File: src/rtl/sb_pkg.sv
`default_nettype none
// ============================================================================
// Module      : sb_pkg
// Description : Shared types and default widths for the store buffer.
// Revision    : 1.0 - initial release
// ============================================================================
package sb_pkg;

    localparam int SB_DEPTH_DEF = 4;
    localparam int ADDR_W_DEF   = 32;
    localparam int DATA_W_DEF   = 32;
    localparam int PHY_W_DEF    = 6;

    // Default-width view of one buffered store.
    typedef struct packed {
        logic [ADDR_W_DEF-1:0] addr;
        logic [DATA_W_DEF-1:0] data;
    } sb_entry_t;

    typedef enum logic [0:0] {
        IDLE = 1'b0,
        REQ  = 1'b1
    } sb_state_e;

    function automatic int sb_ptr_w(input int depth);
        return $clog2(depth) + 1;
    endfunction

endpackage
`default_nettype wire

File: src/rtl/sb_fifo_ctrl.sv
`default_nettype none
// ============================================================================
// Module      : sb_fifo_ctrl
// Description : Wrap-bit read/write pointers, occupancy and full/empty status.
// Revision    : 1.0 - initial release
// ============================================================================
module sb_fifo_ctrl
    import sb_pkg::*;
#(
    parameter int SB_DEPTH = SB_DEPTH_DEF
) (
    input  logic                        clk,
    input  logic                        rst_b,
    input  logic                        push_i,
    input  logic                        pop_i,
    output logic                        push_ok_o,
    output logic [$clog2(SB_DEPTH)-1:0] wr_idx_o,
    output logic [$clog2(SB_DEPTH)-1:0] rd_idx_o,
    output logic [$clog2(SB_DEPTH):0]   count_o,
    output logic                        full_o,
    output logic                        empty_o
);

    localparam int PTR_W = sb_ptr_w(SB_DEPTH);

    logic [PTR_W-1:0] wr_ptr_q, wr_ptr_d;
    logic [PTR_W-1:0] rd_ptr_q, rd_ptr_d;
    logic             pop_ok;

    assign full_o  = (wr_ptr_q[PTR_W-1] != rd_ptr_q[PTR_W-1]) &&
                     (wr_ptr_q[PTR_W-2:0] == rd_ptr_q[PTR_W-2:0]);
    assign empty_o = (wr_ptr_q == rd_ptr_q);
    assign count_o = wr_ptr_q - rd_ptr_q;

    // Full is taken from registered pointers: a push into a full buffer is
    // dropped even if the head pops on the same edge.
    assign push_ok_o = push_i & ~full_o;
    assign pop_ok    = pop_i & ~empty_o;

    assign wr_ptr_d = wr_ptr_q + PTR_W'(push_ok_o);
    assign rd_ptr_d = rd_ptr_q + PTR_W'(pop_ok);

    assign wr_idx_o = wr_ptr_q[PTR_W-2:0];
    assign rd_idx_o = rd_ptr_q[PTR_W-2:0];

    always_ff @(posedge clk or negedge rst_b) begin
        if (!rst_b) begin
            wr_ptr_q <= '0;
            rd_ptr_q <= '0;
        end else begin
            wr_ptr_q <= wr_ptr_d;
            rd_ptr_q <= rd_ptr_d;
        end
    end

endmodule
`default_nettype wire

File: src/rtl/store_buffer.sv
`default_nettype none
// ============================================================================
// Module      : store_buffer
// Description : In-order buffer of committed stores draining to data memory.
//               Optional store-to-load forwarding CAM under SB_LD_FWD_EN.
// Revision    : 1.0 - initial release
// ============================================================================
module store_buffer
    import sb_pkg::*;
#(
    parameter int SB_DEPTH = SB_DEPTH_DEF,
    parameter int ADDR_W   = ADDR_W_DEF,
    parameter int DATA_W   = DATA_W_DEF,
    parameter int PHY_W    = PHY_W_DEF
) (
    input  logic                      clk,
    input  logic                      rst_b,
    input  logic                      rob_commit,
    input  logic                      rob_commitmemwrite,
    input  logic [ADDR_W-1:0]         rob_swaddr,
    input  logic [PHY_W-1:0]          rob_commitcurrphyaddr,
    output logic [PHY_W-1:0]          sb_prf_rdaddr,
    input  logic [DATA_W-1:0]         prf_rddata,
    output logic                      sb_full,
    output logic                      sb_empty,
    output logic [$clog2(SB_DEPTH):0] sb_count,
    output logic                      sb_mem_req,
    output logic [ADDR_W-1:0]         sb_mem_addr,
    output logic [DATA_W-1:0]         sb_mem_wdata,
    input  logic                      mem_ack
`ifdef SB_LD_FWD_EN
    ,
    input  logic [ADDR_W-1:0]         ld_addr,
    output logic                      sb_fwd_hit,
    output logic [DATA_W-1:0]         sb_fwd_data
`endif
);

    localparam int PTR_W = sb_ptr_w(SB_DEPTH);
    localparam int IDX_W = PTR_W - 1;

    typedef struct packed {
        logic [ADDR_W-1:0] addr;
        logic [DATA_W-1:0] data;
    } entry_t;

    entry_t           entries_q [SB_DEPTH];
    sb_state_e        state_q;
    logic             mem_req_q;
    logic             push;
    logic             push_ok;
    logic             pop;
    logic [IDX_W-1:0] wr_idx;
    logic [IDX_W-1:0] rd_idx;
    logic [PTR_W-1:0] remain;

    assign push          = rob_commit & rob_commitmemwrite;
    assign pop           = (state_q == REQ) & mem_ack;
    assign sb_prf_rdaddr = rob_commitcurrphyaddr;

    sb_fifo_ctrl #(
        .SB_DEPTH (SB_DEPTH)
    ) u_fifo_ctrl (
        .clk       (clk),
        .rst_b     (rst_b),
        .push_i    (push),
        .pop_i     (pop),
        .push_ok_o (push_ok),
        .wr_idx_o  (wr_idx),
        .rd_idx_o  (rd_idx),
        .count_o   (sb_count),
        .full_o    (sb_full),
        .empty_o   (sb_empty)
    );

    always_ff @(posedge clk or negedge rst_b) begin
        if (!rst_b) begin
            for (int i = 0; i < SB_DEPTH; i++) begin
                entries_q[i] <= '0;
            end
        end else if (push_ok) begin
            entries_q[wr_idx] <= '{addr: rob_swaddr, data: prf_rddata};
        end
    end

    // Occupancy after this edge's pop; only meaningful in REQ, where count>=1.
    assign remain = sb_count - PTR_W'(1) + PTR_W'(push_ok);

    always_ff @(posedge clk or negedge rst_b) begin
        if (!rst_b) begin
            state_q   <= IDLE;
            mem_req_q <= 1'b0;
        end else begin
            case (state_q)
                IDLE: begin
                    if (sb_count != '0) begin
                        state_q   <= REQ;
                        mem_req_q <= 1'b1;
                    end
                end
                REQ: begin
                    if (mem_ack && (remain == '0)) begin
                        state_q   <= IDLE;
                        mem_req_q <= 1'b0;
                    end
                end
                default: begin
                    state_q   <= IDLE;
                    mem_req_q <= 1'b0;
                end
            endcase
        end
    end

    assign sb_mem_req   = mem_req_q;
    assign sb_mem_addr  = entries_q[rd_idx].addr;
    assign sb_mem_wdata = entries_q[rd_idx].data;

    always @(posedge clk) begin
        if (rst_b) begin
            assert (!(push && sb_full))
                else $error("store_buffer: store committed while buffer full");
        end
    end

`ifdef SB_LD_FWD_EN
    logic [IDX_W-1:0] cam_idx;

    // Scan oldest to youngest so the youngest match is the one left standing.
    always_comb begin
        sb_fwd_hit  = 1'b0;
        sb_fwd_data = '0;
        cam_idx     = rd_idx;
        for (int i = 0; i < SB_DEPTH; i++) begin
            cam_idx = rd_idx + IDX_W'(i);
            if ((PTR_W'(i) < sb_count) && (entries_q[cam_idx].addr == ld_addr)) begin
                sb_fwd_hit  = 1'b1;
                sb_fwd_data = entries_q[cam_idx].data;
            end
        end
    end
`endif

endmodule
`default_nettype wire
File: config.mk
export PLATFORM = sky130hd
export DESIGN_NAME = store_buffer
export DESIGN_NICKNAME = d
export VERILOG_FILES = /design/src/rtl/sb_pkg.sv /design/src/rtl/sb_fifo_ctrl.sv /design/src/rtl/store_buffer.sv
export SDC_FILE = /design/constraint.sdc
export NUM_CORES = 1
export LEC_CHECK = 0
export ABC_AREA = 1
export CAP_MARGIN = 20
export CORE_MARGIN = 3
export CORE_UTILIZATION = 30
export CTS_CLUSTER_DIAMETER = 80
export DETAILED_ROUTE_END_ITERATION = 8
export HOLD_SLACK_MARGIN = 0.15
export PLACE_DENSITY_LB_ADDON = 0.05
export SLEW_MARGIN = 20
export SYNTH_ARGS = -nofsm -noshare
export SYNTH_HDL_FRONTEND = slang
export SYNTH_SLANG_ARGS = --single-unit
export TNS_END_PERCENT = 100
File: constraint.sdc
create_clock -name clk -period 4 [get_ports clk]
set_clock_uncertainty 0.05 [all_clocks]
set_input_delay 1.2 -clock clk [delete_from_list [all_inputs] [get_ports clk]]
set_output_delay 1.2 -clock clk [all_outputs]
set_load 0.1 [all_outputs]
; ---- Yosys cells after proc, flatten, opt, wreduce, memory -nomap -nowiden
; Cells that the tools add are included.
[word_totals]
register_bits = 264
in_bits = 75
output_inout_bits = 76
word_cells = 52
[op_classes]
add_sub_neg = 5
order_cmp = 3
n_eq_ne = 5
mux = 12
bitwise = 9
reduce_logical = 6
[ops]
columns = operator, n
row1 = $bwmux 256, 1
row2 = $mux 64, 3
row3 = $bmux 64 s2, 1
row4 = $demux 64 s2, 1
row5 = $add 3x1->3, 3
row6 = $ge 3x3->1 const B, 2
row7 = $not 2->3, 2
row8 = $and 1x1->1, 4
row9 = $mux 1, 4
row10 = $pmux 1 s2, 2
row11 = $eq 3x3->1, 1
row12 = $logic_and 1x1->1, 3
row13 = $logic_not 3->1, 1
row14 = $lt 3x1->1 const B, 1
row15 = $not 1->1, 3
row16 = $reduce_bool 3->1, 1
row17 = $sub 3x1->3 const B, 1
row18 = $sub 3x3->3, 1
row19 = $eq 2x2->1, 1
row20 = $ne 2x1->1 const B, 1
row21 = $ne 2x2->1 const B, 1
row22 = $reduce_and 2->1, 1
row23 = $ne 1x1->1, 1

; ---- Depth between registers and ports, before layout
; Gate-level depths: netlist of the first run.
[logic_depth]
depth_word = 9
mapped_depth = 15
ltp_nobuf = 14

; ---- Modules after synthesis
; From an unflattened synthesis of the first run, not the netlist that was laid out.
[hier_totals]
hier_cells = 1460
hier_area_um2 = 12085.3
[by_module_without_submodules]
columns = module, n_inst, cells_each, area_each_um2, seq_area_each_um2
row1 = store_buffer, 1, 1417, 11687.5, 6456.2
row2 = sb_fifo_ctrl, 1, 43, 397.9, 150.1

; ---- Worst setup path after synthesis of the first run
; Ideal clock, no wire load.
[synth_path]
path_type = reg2out
start = register u_fifo_ctrl.rd_ptr_q[0]
end = output sb_mem_wdata[4]
arrival_ps = 2619
required_time_ps = 2750
slack_ps = 131
stages_incl_launch_ff = 7
path_buffers = 3
path_cell_list = dfrtp_1 > buf_2 > inv_1 > buf_2 > clkbuf_1 > o21ai_0 > o22ai_1
[synth_between]
elab_chain_cells = 4
[synth_rtl]
columns = element, line_no
row1 = from (decl), sb_fifo_ctrl.sv:27  ; logic [PTR_W-1:0] rd_ptr_q, rd_ptr_d;
row2 = from (signal assigned), sb_fifo_ctrl.sv:52  ; rd_ptr_q <= rd_ptr_d;
row3 = $not 2->3 (implied by the code), store_buffer.sv:117  ; assign sb_mem_wdata = entries_q[rd_idx].data;
row4 = $bmux 64 s2, store_buffer.sv:117
row5 = $mux 64 (implied by the code) (2 in series), store_buffer.sv:117
row6 = to (decl), store_buffer.sv:29  ; output logic [DATA_W-1:0] sb_mem_wdata,
; Every way passes these cells. The select of a mux whose other input is x is not followed.

; ---- Final worst setup path of the first run
[layout_path]
start = register u_fifo_ctrl.rd_ptr_q[0]
end = output sb_mem_wdata[31]
; The elaborated chain is that of the path after synthesis.

==> metrics, run 1 <==
crit path to=sb_mem_wdata[31]; worst slew pin tran=roughly 0.97 ns; clk_lat worst skew=0.49 ns; Min-Delay Path Class=reg -> reg; n_diodes=0; met3 WL=between 1000 and 1500 µm; Reg2Reg Depth=13; final RePlAce weighted congestion=between 0.6 and 0.7; Final HPWL DP=19,600 µm; Mapped Cells=~1,300; TritonRoute pass-1 iters=4; root buf cell=clkbuf_16; Synth Net Count=between 1,000 and 1,500; Met2 Routed Length=roughly 15,000 µm; post-CTS setup buffers=0; TritonCTS Buffers=34; CORE AREA=about 0.040 mm²; Mapped Area=between 0.01 and 0.015 mm²; Hold Buf Count CTS=0; CTS tree=done; min-delay src=entries_q[95]; final global-route overflow total=0; crit-path max FO=50; Final Hold Vio Count=0; simple-gate share of the synthesized area=a little over an eighth; Seq/Total Area, Yosys=53.5%; Setup crit end kind=output pin; status=completed; Max-Cap Viols=0; Yosys reg bits=264; Initial Util=roughly 31%; DR top layer=met4; Tcrit/Tclk final=95.7%; adder-cell area share of the yosys netlist=0.973%; R2R setup slack=around 1.4 ns; fmax=about 260 MHz; main combinational cell family by area after synthesis=compound AO/OA/AOI/OAI gates; final setup TNS=0 ns; startpoint types=register; Detail Route Antenna Nets=0; vias in the first global route=around 9,500; Vias per Instance=between 4 and 5; H-tree levels=2; Slew headroom=about a third; Layout Area Growth over Synthesis=27.9%; mux cell area share after synthesis=0%; unrepaired setup endpoints after global routing=false; max-slew violations=0; vias after detailed routing=9,242; RR Endpoint=sb_mem_req; drt drc=0; antenna violations before repair=0; Crit path required time=about 2.8 ns; die area=roughly 0.044 mm²; All-Layer GR Usage=roughly 15%; critical path arrival=2.58 ns; PortBufs=roughly 140; Clock transition at path regs=~0.050 ns; first-pass GRT wire length=about 54,000 µm; clk sink count=264; Post-CTS Resized=0; post-DR wirelength/cell=16.7 µm; Detailed Route Iter0 Violations=371; Post-Route WL=approximately 33,000 µm; cell row count=73; net count reported at finish=approximately 1,500; chip height=~210 µm; routed length on met1=approximately 16,000 µm; count of different cell masters after synthesis=22; Synth Area in Compound Gates=a little under a quarter; largest net degree at the start of global routing=129; R2R Path Start=u_fifo_ctrl.rd_ptr_q[1]; Synth Warn #=0; xor/xnor share of the synthesized area=0.142%; Final setup violation count=0; CP startpoint=u_fifo_ctrl.rd_ptr_q[0]; crit path time final=3.83 ns; Clock Tree Buf Depth=3; critical path class=reg -> out; Avg Cell Area, Syn=just over 9 µm²; Die W=approximately 210 µm; share of layout cells above drive strength 1=about a fifth; I/O pin count=roughly 150
-- cells in the mapped netlist, drive strengths merged --
master	instances	area, µm²
nor2	135	507
dfrtp	264	6610
o22ai	64	400
xor2	2	17.5
clkbuf	36	135
buf	68	681
nand3	10	72.6
nand2	273	1030
fa	1	20.0
inv	79	297
nand3b	3	30.0
ha	8	100
o21ai	384	2450
-- metal layers --
layer,GRT usage [%],vias to the layer above
li1,-,4607
met1,21.2,4438
met2,24.7,153
met3,2.75,44
met4,3.67,0
met5,0,-
-- cell families (layout without fill, tap and decap cells) --
| kind of cell | after synthesis | in the layout |
|---|---|---|
| DFF | 264 | 264 |
| xor gates and xnor gates | 2 | 2 |
| adders and majority gates | 9 | 9 |
| and+or+nand+nor | 421 | 421 |
| AOI/OAI and AO/OA | 448 | 448 |
| buffers and inverters | 183 | 297 |
-- cell type report --
type / instances / area [µm²]
fillers: 4089 / 24400
well taps: 525 / 657
clock buffers: 51 / 1090
multi-input cells: 880 / 4660
inverters: 79 / 299
clock inverters: 7 / 85.1
repair buffers: 160 / 2390
flip-flops and latches: 264 / 6610
-- worst min path at each step --
stage                          end  slack (ns)  depth (start not counted)
floorplan           entries_q[100]        0.40                          2
global placement        sb_mem_req        0.41                          2
detailed placement  entries_q[118]        0.41                          2
CTS                  entries_q[95]        0.43                          2
global route        entries_q[215]        0.44                          2
finish               entries_q[95]        0.42                          2
-- stage by stage --
stage | instance area, µm² | worst slack [ns] | instances | hold slack, ns | util, %
after detailed placement | 14600 | 0.647 | 1908 | 0.412 | 36.4
after CTS | 15800 | 0.133 | 1966 | 0.426 | 39.3
final | 15800 | 0.173 | 1966 | 0.422 | 39.3
after global routing | 15800 | 0.0174 | 1966 | 0.441 | 39.3
after floorplan | 12300 | 0.131 | 1327 | 0.400 | -
after global placement | 14600 | 0.662 | 1908 | 0.409 | 36.4
-- worst max-delay path, stage by stage (launching register included) --
cell and delay [ns]:
dfrtp_4 0.63, inv_4 0.40, buf_12 0.29, o21ai_0 0.11, o22ai_1 0.38, buf_12 0.24
-- placed cells by master, fill, tap and decap left out, types with 2 or more instances in the layout --
cell / count
clkinv_2: 5
clkbuf_16: 37
clkbuf_1: 3
o21ai_0: 130
nand3_4: 3
o21ai_1: 112
clkbuf_8: 11
nand3b_4: 2
xor2_1: 2
ha_1: 8
nand3_1: 7
nand2_1: 272
clkdlybuf4s50_1: 68
buf_12: 81
o22ai_1: 64
dfrtp_1: 262
buf_4: 10
o21ai_2: 142
bufinv_16: 2
nor2_1: 135
inv_1: 77
-- registers in the layout, summed over array words and instances (netlist names) --
name,cells
sb_mem_req,1
entries_q,256
state_q,1
u_fifo_ctrl.rd_ptr_q,3
u_fifo_ctrl.wr_ptr_q,3
Power of run 1 is left out: the tool's default activity adds up to more than one toggle a clock period on the data nets, which glitch-free logic cannot reach.
==> run 2, diff against run 1 <==
Clock period 4 ns to 3.3 ns, I/O delays scaled along.
==> run 2 against run 1 <==
Effect of this change: worst hold slack worse by 0.086 ns; critical endpoint is now sb_count[2]; non-clock buffer count grew 3; first-iteration DRC count grew 3.2%; critical path depth up 4; core utilization up 0.77 points; cell area increased by 2.0%.
==> metrics, run 2 (synthesis gave the netlist of run 1 again) <==
drt drc=0; Final setup violation count=0; worst slew pin tran=0.746 ns; root buf cell=clkbuf_16; Layout Area Growth over Synthesis=30.4%; final global-route overflow total=0; post-DR wirelength/cell=between 15 and 20 µm; Setup crit end kind=output pin; Final HPWL DP=between 15,000 and 20,000 µm; Clock transition at path regs=approximately 0.06 ns; Slew headroom=50.3%; crit path time final=3.18 ns; fin cells=~2,000; net count reported at finish=~1,500; Detailed Route Iter0 Violations=between 300 and 400; Largest register FFs=about 260; critical path class=reg -> out; final RePlAce weighted congestion=0.698; Crit path required time=~2.3 ns; n_diodes=0; vias in the first global route=9,441; Max-Cap Viols=0; FF+latch area=0.00661 mm²; chip height=209 µm; final setup TNS=0 ns; TritonRoute pass-1 iters=4; area of the multi-input gates=between 0.005 and 0.006 mm²; CTS tree=done; largest net degree at the start of global routing=slightly above 80; number of fill cells=4,059; crit-path max FO=4; share of layout cells above drive strength 1=roughly 25%; I/O pin count=approximately 150; commonest non-fill, non-tap cell in the layout=nand2_1; max-slew violations=0; fmax=approximately 310 MHz; clk_lat worst skew=just under 0.5 ns; Vias per Instance=~4.7; first-pass GRT wire length=~54,000 µm; startpoint types=register; clk sink count=about 260; CORE AREA=between 0.04 and 0.05 mm²; H-tree levels=2; Post-Route WL=32,900 µm; PortBufs=about 140; Final Hold Vio Count=0; Final Util=40.1%; unrepaired setup endpoints after global routing=false; antenna violations before repair=0; Min-Delay Path Class=in -> async; Initial Util=30.7%; dpl cells=1,911; Hold Buf Count CTS=0; Detail Route Antenna Nets=0; TritonCTS Buffers=34; status=completed; vias after detailed routing=9,181; R2R setup slack=roughly 0.88 ns; die area=~0.044 mm²; biggest regs=entries_q: 256 flops, u_fifo_ctrl.rd_ptr_q: 3 flops, u_fifo_ctrl.wr_ptr_q: 3 flops; All-Layer GR Usage=between 15 and 20%; cell row count=73; critical path arrival=2.14 ns; Die W=between 200 and 250 µm; post-CTS setup buffers=0; most flop-heavy register=entries_q; commonest non-fill, non-tap cells in the layout=272 x nand2_1, 262 x dfrtp_1, 142 x o21ai_2; Tcrit/Tclk final=96.2%; Clock Tree Buf Depth=3
run 2: worst max-delay path, cell delays in order (launching register included):
cell and delay [ns]:
dfrtp_1 0.41, inv_2 0.09, ha_1 0.14, inv_1 0.05, fa_2 0.38, inv_1 0.08
nand3_1 0.11, nand2_1 0.13, inv_1 0.08, buf_12 0.17
run 2: layout make-up:
class | instances | area share [%]
flip-flops and latches | 264 | 41.1
multi-input cells | 880 | 31.5
repair buffers | 163 | 15.1
clock buffers | 51 | 6.25
well taps | 525 | 4.08
inverters | 79 | 1.87
clock inverters | 5 | 0.179
run 2: repair_timing:
item | 4_1_cts | 5_1_grt
gates resized for setup | 2 | 3
hold endpoints to repair | 0 | 0
setup endpoints to repair | 10 | 16
gates cloned | 0 | 0
run 2: stage by stage:
step	cell area [µm²]	hold WS [ns]	setup slack, ns
after global routing	16100	0.338	0.0138
after floorplan	12800	0.400	0.170
after global placement	15100	0.409	0.485
final	16100	0.336	0.125
after detailed placement	15100	0.413	0.482
after CTS	16100	0.335	0.00779
run 2: layer usage:
metal  up-vias  global-route usage (%)  wire length, µm
li1       4620                       -                -
met1      4396                    21.6            15900
met2       134                    24.9            15400
met3        31                    2.28             1020
met4         0                    3.19              526
met5         -                       0                0
run 2: path summary, 6_finish.rpt:
kind | from | to | cells after the start
worst max-delay path | u_fifo_ctrl.wr_ptr_q[0] | sb_count[2] | 9
worst max register to register | u_fifo_ctrl.rd_ptr_q[0] | sb_mem_req | 12
max in group asynchronous | rst_b | entries_q[97] | 2
worst min-delay path | rst_b | entries_q[18] | 1
worst min register to register | entries_q[115] | entries_q[115] | 2
min in group clk | entries_q[115] | entries_q[115] | 2
Power of run 2 is left out for the same reason.
==> run 3, diff against run 2 <==
Clock period 3.3 ns to 3.47 ns, I/O delays scaled along.
==> run 3 against run 2 <==
Effect of this change: die area did not move; sequential share of layout area is 0.23 points lower; non-clock buffer count grew 1; flip-flop and latch count did not move; worst hold slack gained 0.059 ns; cell area up 0.55%; worst setup slack better by 0.030 ns; critical path depth fell by 4; register-to-register slack better by 0.14 ns; critical endpoint is now sb_mem_addr[10].
==> metrics, run 3 (synthesis gave the netlist of run 1 again) <==
Detail Route Antenna Nets=0; post-DR wirelength/cell=approximately 17 µm; Slew headroom=between 30% and 40%; I/O pin count=between 150 and 200; first-pass GRT wire length=55,400 µm; PortBufs=between 100 and 150; status=completed; Final setup violation count=0; TritonCTS Buffers=34; Max-Cap Viols=0; cell row count=73; CP startpoint=u_fifo_ctrl.rd_ptr_q[1]; Final Hold Vio Count=0; chip height=about 210 µm; critical path class=reg -> out; net count reported at finish=between 1,500 and 2,000; commonest non-fill, non-tap cell in the layout=nand2_1; Setup crit end kind=output pin; die area=roughly 0.044 mm²; final global-route overflow total=0; clk_lat worst skew=a little under 0.5 ns; Area after DPL=about 0.015 mm²; slowest CP cell=dfrtp_2; root buf cell=clkbuf_16; All-Layer GR Usage=15.5%; CTS tree=done; commonest non-fill, non-tap cells in the layout=272 x nand2_1, 262 x dfrtp_1, 142 x o21ai_2; Tcrit/Tclk final=between 90% and 100%; critical path arrival=roughly 2.2 ns; fmax=between 300 and 400 MHz; worst slew pin tran=between 0.9 and 1 ns; Die W=209 µm; n_diodes=0; biggest regs=entries_q: 256 flops, u_fifo_ctrl.rd_ptr_q: 3 flops, u_fifo_ctrl.wr_ptr_q: 3 flops; vias after detailed routing=approximately 9,200; Layout Area Growth over Synthesis=31.1%; crit path time final=approximately 3.3 ns; Final HPWL DP=20,100 µm; fin area=approximately 0.016 mm²; Min-Delay Path Class=in -> async; largest net degree at the start of global routing=between 100 and 150; vias in the first global route=around 9,700; CP Cell Sequence=inv_2, buf_4, o21ai_0, o22ai_2, buf_12; most flop-heavy register=entries_q; Clock Tree Buf Depth=3; R2R setup slack=1.02 ns; crit-path max FO=26; final RePlAce weighted congestion=~0.70; Crit path required time=2.38 ns; max-slew violations=0; RR Endpoint=sb_mem_req; Hold Buf Count CTS=0; share of layout cells above drive strength 1=between 20% and 30%; Reg2Reg Depth=13; final setup TNS=0 ns; unrepaired setup endpoints after global routing=false; clk sink count=roughly 260; TritonRoute pass-1 iters=4; antenna violations before repair=0; CORE AREA=about 0.04 mm²; Largest register FFs=about 260; Final Util=between 40% and 50%; slowest stage delay, CP=0.41 ns; R2R Path Start=u_fifo_ctrl.rd_ptr_q[1]; Initial Util=between 30% and 40%; number of fill cells=around 4,100; startpoint types=register; Post-Route WL=between 30,000 and 40,000 µm; Vias per Instance=4.65; H-tree levels=2; Clock transition at path regs=~0.060 ns; drt drc=0; Detailed Route Iter0 Violations=roughly 400
[run 3: cell types whose count changed in the layout (fill, tap and decap cells not counted), sizes merged]
cell / delta
buf: +1
bufinv: +1
clkinv: -2
clkbuf: +3
[run 3: metrics by stage]
step	hold slack [ns]	setup WS, ns	cells
global placement	0.408	0.492	1907
CTS	0.404	0.0358	1966
finish	0.395	0.154	1970
global route	0.406	0.00390	1970
floorplan	0.400	0.289	1327
detailed placement	0.413	0.502	1907
[run 3: worst max path at each step]
stage	to	slack (ns)	cells after the start
after CTS	sb_count[2]	0.04	8
after floorplan	sb_empty	0.29	6
after global placement	sb_count[2]	0.49	8
final	sb_mem_addr[10]	0.15	5
after detailed placement	sb_count[2]	0.50	8
after global routing	sb_mem_addr[3]	0.004	5
[run 3: final cells by class]
class                   count  area [µm²]  area share (%)
repair buffers            164        2460            15.2
flip-flops and latches    264        6610            40.8
inverters                  79         299            1.85
well taps                 525         657            4.06
clock inverters             4        48.8           0.301
clock buffers              54        1050            6.47
multi-input cells         880        5060            31.3
[run 3: per-layer routing]
metal / track usage, % / vias up / wire (µm)
met5: 0 / - / 0
met4: 2.61 / 0 / 388
met3: 2.45 / 32 / 1060
met2: 25.2 / 124 / 15500
met1: 22.3 / 4399 / 16100
li1: - / 4613 / -
[run 3: what timing repair did]
| item | 4_1_cts | 5_1_grt |
|---|---|---|
| setup endpoints to repair | 3 | 3 |
| gates resized for setup | 1 | 0 |
| endpoints found under the hold margin | 0 | 0 |
| setup buffers | 1 | 4 |
[run 3: worst max-delay path, delay by kind of cell (launching register included)]
kind | cells | cell delay [ns]
buffers and inverters | 3 | 0.88
flip-flops | 1 | 0.41
AO/OA/AOI/OAI | 2 | 0.43
Power of run 3 is left out for the same reason.
==> RTL edit: new RTL, config.mk and constraints of run 3 <==
The option `SB_LD_FWD_EN` is turned on by a define.
--- a/src/rtl/store_buffer.sv
+++ b/src/rtl/store_buffer.sv
@@ -6,4 +6,6 @@
 // Revision    : 1.0 - initial release
 // ============================================================================
+`define SB_LD_FWD_EN
+
 module store_buffer
     import sb_pkg::*;
Ports: changed (added ld_addr, sb_fwd_data and sb_fwd_hit); port bits go from 151 to 216. The function was not compared with the original's and may differ.
==> RTL edit against run 3 <==
  * The run now ends with setup timing left
  * Design area rose by 90%
  * Worst hold slack got worse by 0.026 ns
  * Wire length rose to 2.5 times the old value
  * Utilization rose by 6.4 points
  * Setup slack got worse by 1.4 ns
  * Critical path depth rose by 17
  * Sequential cell count did not move
  * Sequential share of layout area fell by 19 points
  * Area after synthesis rose by 62%
  * Critical path type unchanged
Power is not shown: default switching activity piles up to over one toggle a cycle in this logic, so the estimate is an artifact.
==> RTL edit: results (changes against run 3) <==
metric,value,unit,change
number of DRC markers in iteration 0,1717,,+340%
CTS Buf Count,39,,+15%
reg-to-reg setup timing slack,0.30,ns,-0.72 ns
Plain + repair buffers,660,,+300%
most frequent cells after synthesis,"nand2_1, o21ai_0, inv_1, nand3_1, dfrtp_1",,
Post-CTS Setup Bufs,26,,+25
hold slack,0.368,ns,-0.0265 ns
WL/cell,17.8,microns,+6.1%
I/O Buffers,203,,+47%
Reg-to-Reg End,entries_q[34]$_DFFE_PN0P_,,
"Seq/Total Area, Yosys",0.330,,-0.205
Slew @ Worst Pin,0.684,ns,-0.217 ns
cell count after synthesis,3267,,+150%
violated checks,setup timing,,
met1 track demand over resource,0.301,,+0.0780
largest net degree at the start of global routing,105,,-19%
Final Setup Violations,70,,+70
Final Instance Area,30800,sq um,+90%
status,"finished, violations left",,
Non-clk invs,338,,+330%
Multi-In Gates,2458,,+180%
Data buffer area share,0.256,,+0.104
met3 global-route usage,0.0256,,+0.00115
Post-CTS Resized,142,,+141
Synthesized Nets,3383,,+140%
total negative slack,-50.37,ns,-50.37 ns
FF-to-FF path depth,14,,+1
Rows,94,,+29%
post-placement cell area,27400,sq um,+82%
Slowest cell on crit path,dfrtp_4,,
initial antenna violation count,2,,+2
met2 Track Usage GR,0.384,,+0.132
Final WS setup,-1.22,ns,-1.38 ns
Seq/total area,0.215,,-0.194
DP Cell Count,4516,,+140%
Synth area leaders,"dfrtp_1, nand2_1, o21ai_0, nand3_1, inv_1",,
fraction of layout cells with a size suffix above 1,0.230,,-0.0209
Critical Path Fanout Max,6,,-77%
vias post-DR,22700,,+150%
[RTL edit: worst max path at each step]
| stage | start | endpoint | slack, ns | depth (start not counted) |
|---|---|---|---|---|
| global route | u_fifo_ctrl.rd_ptr_q[0]$_DFF_PN0_ | sb_fwd_data[29] | -1.39 | 22 |
| floorplan | u_fifo_ctrl.rd_ptr_q[0]$_DFF_PN0_ | sb_fwd_hit | -0.64 | 17 |
| CTS | u_fifo_ctrl.rd_ptr_q[0]$_DFF_PN0_ | sb_fwd_data[2] | -1.28 | 18 |
| finish | u_fifo_ctrl.rd_ptr_q[0]$_DFF_PN0_ | sb_fwd_data[19] | -1.22 | 22 |
| detailed placement | ld_addr[11] | sb_fwd_data[9] | -1.18 | 16 |
| global placement | ld_addr[11] | sb_fwd_data[6] | -1.19 | 16 |
[RTL edit: cells by family after synthesis]
family                     synth area share
AOI/OAI and AO/OA                     0.143
xor gates and xnor gates             0.0118
adders and majority gates           0.00599
buffers and inverters                 0.115
DFF                                   0.330
muxes                                0.0320
and+or+nand+nor                       0.362
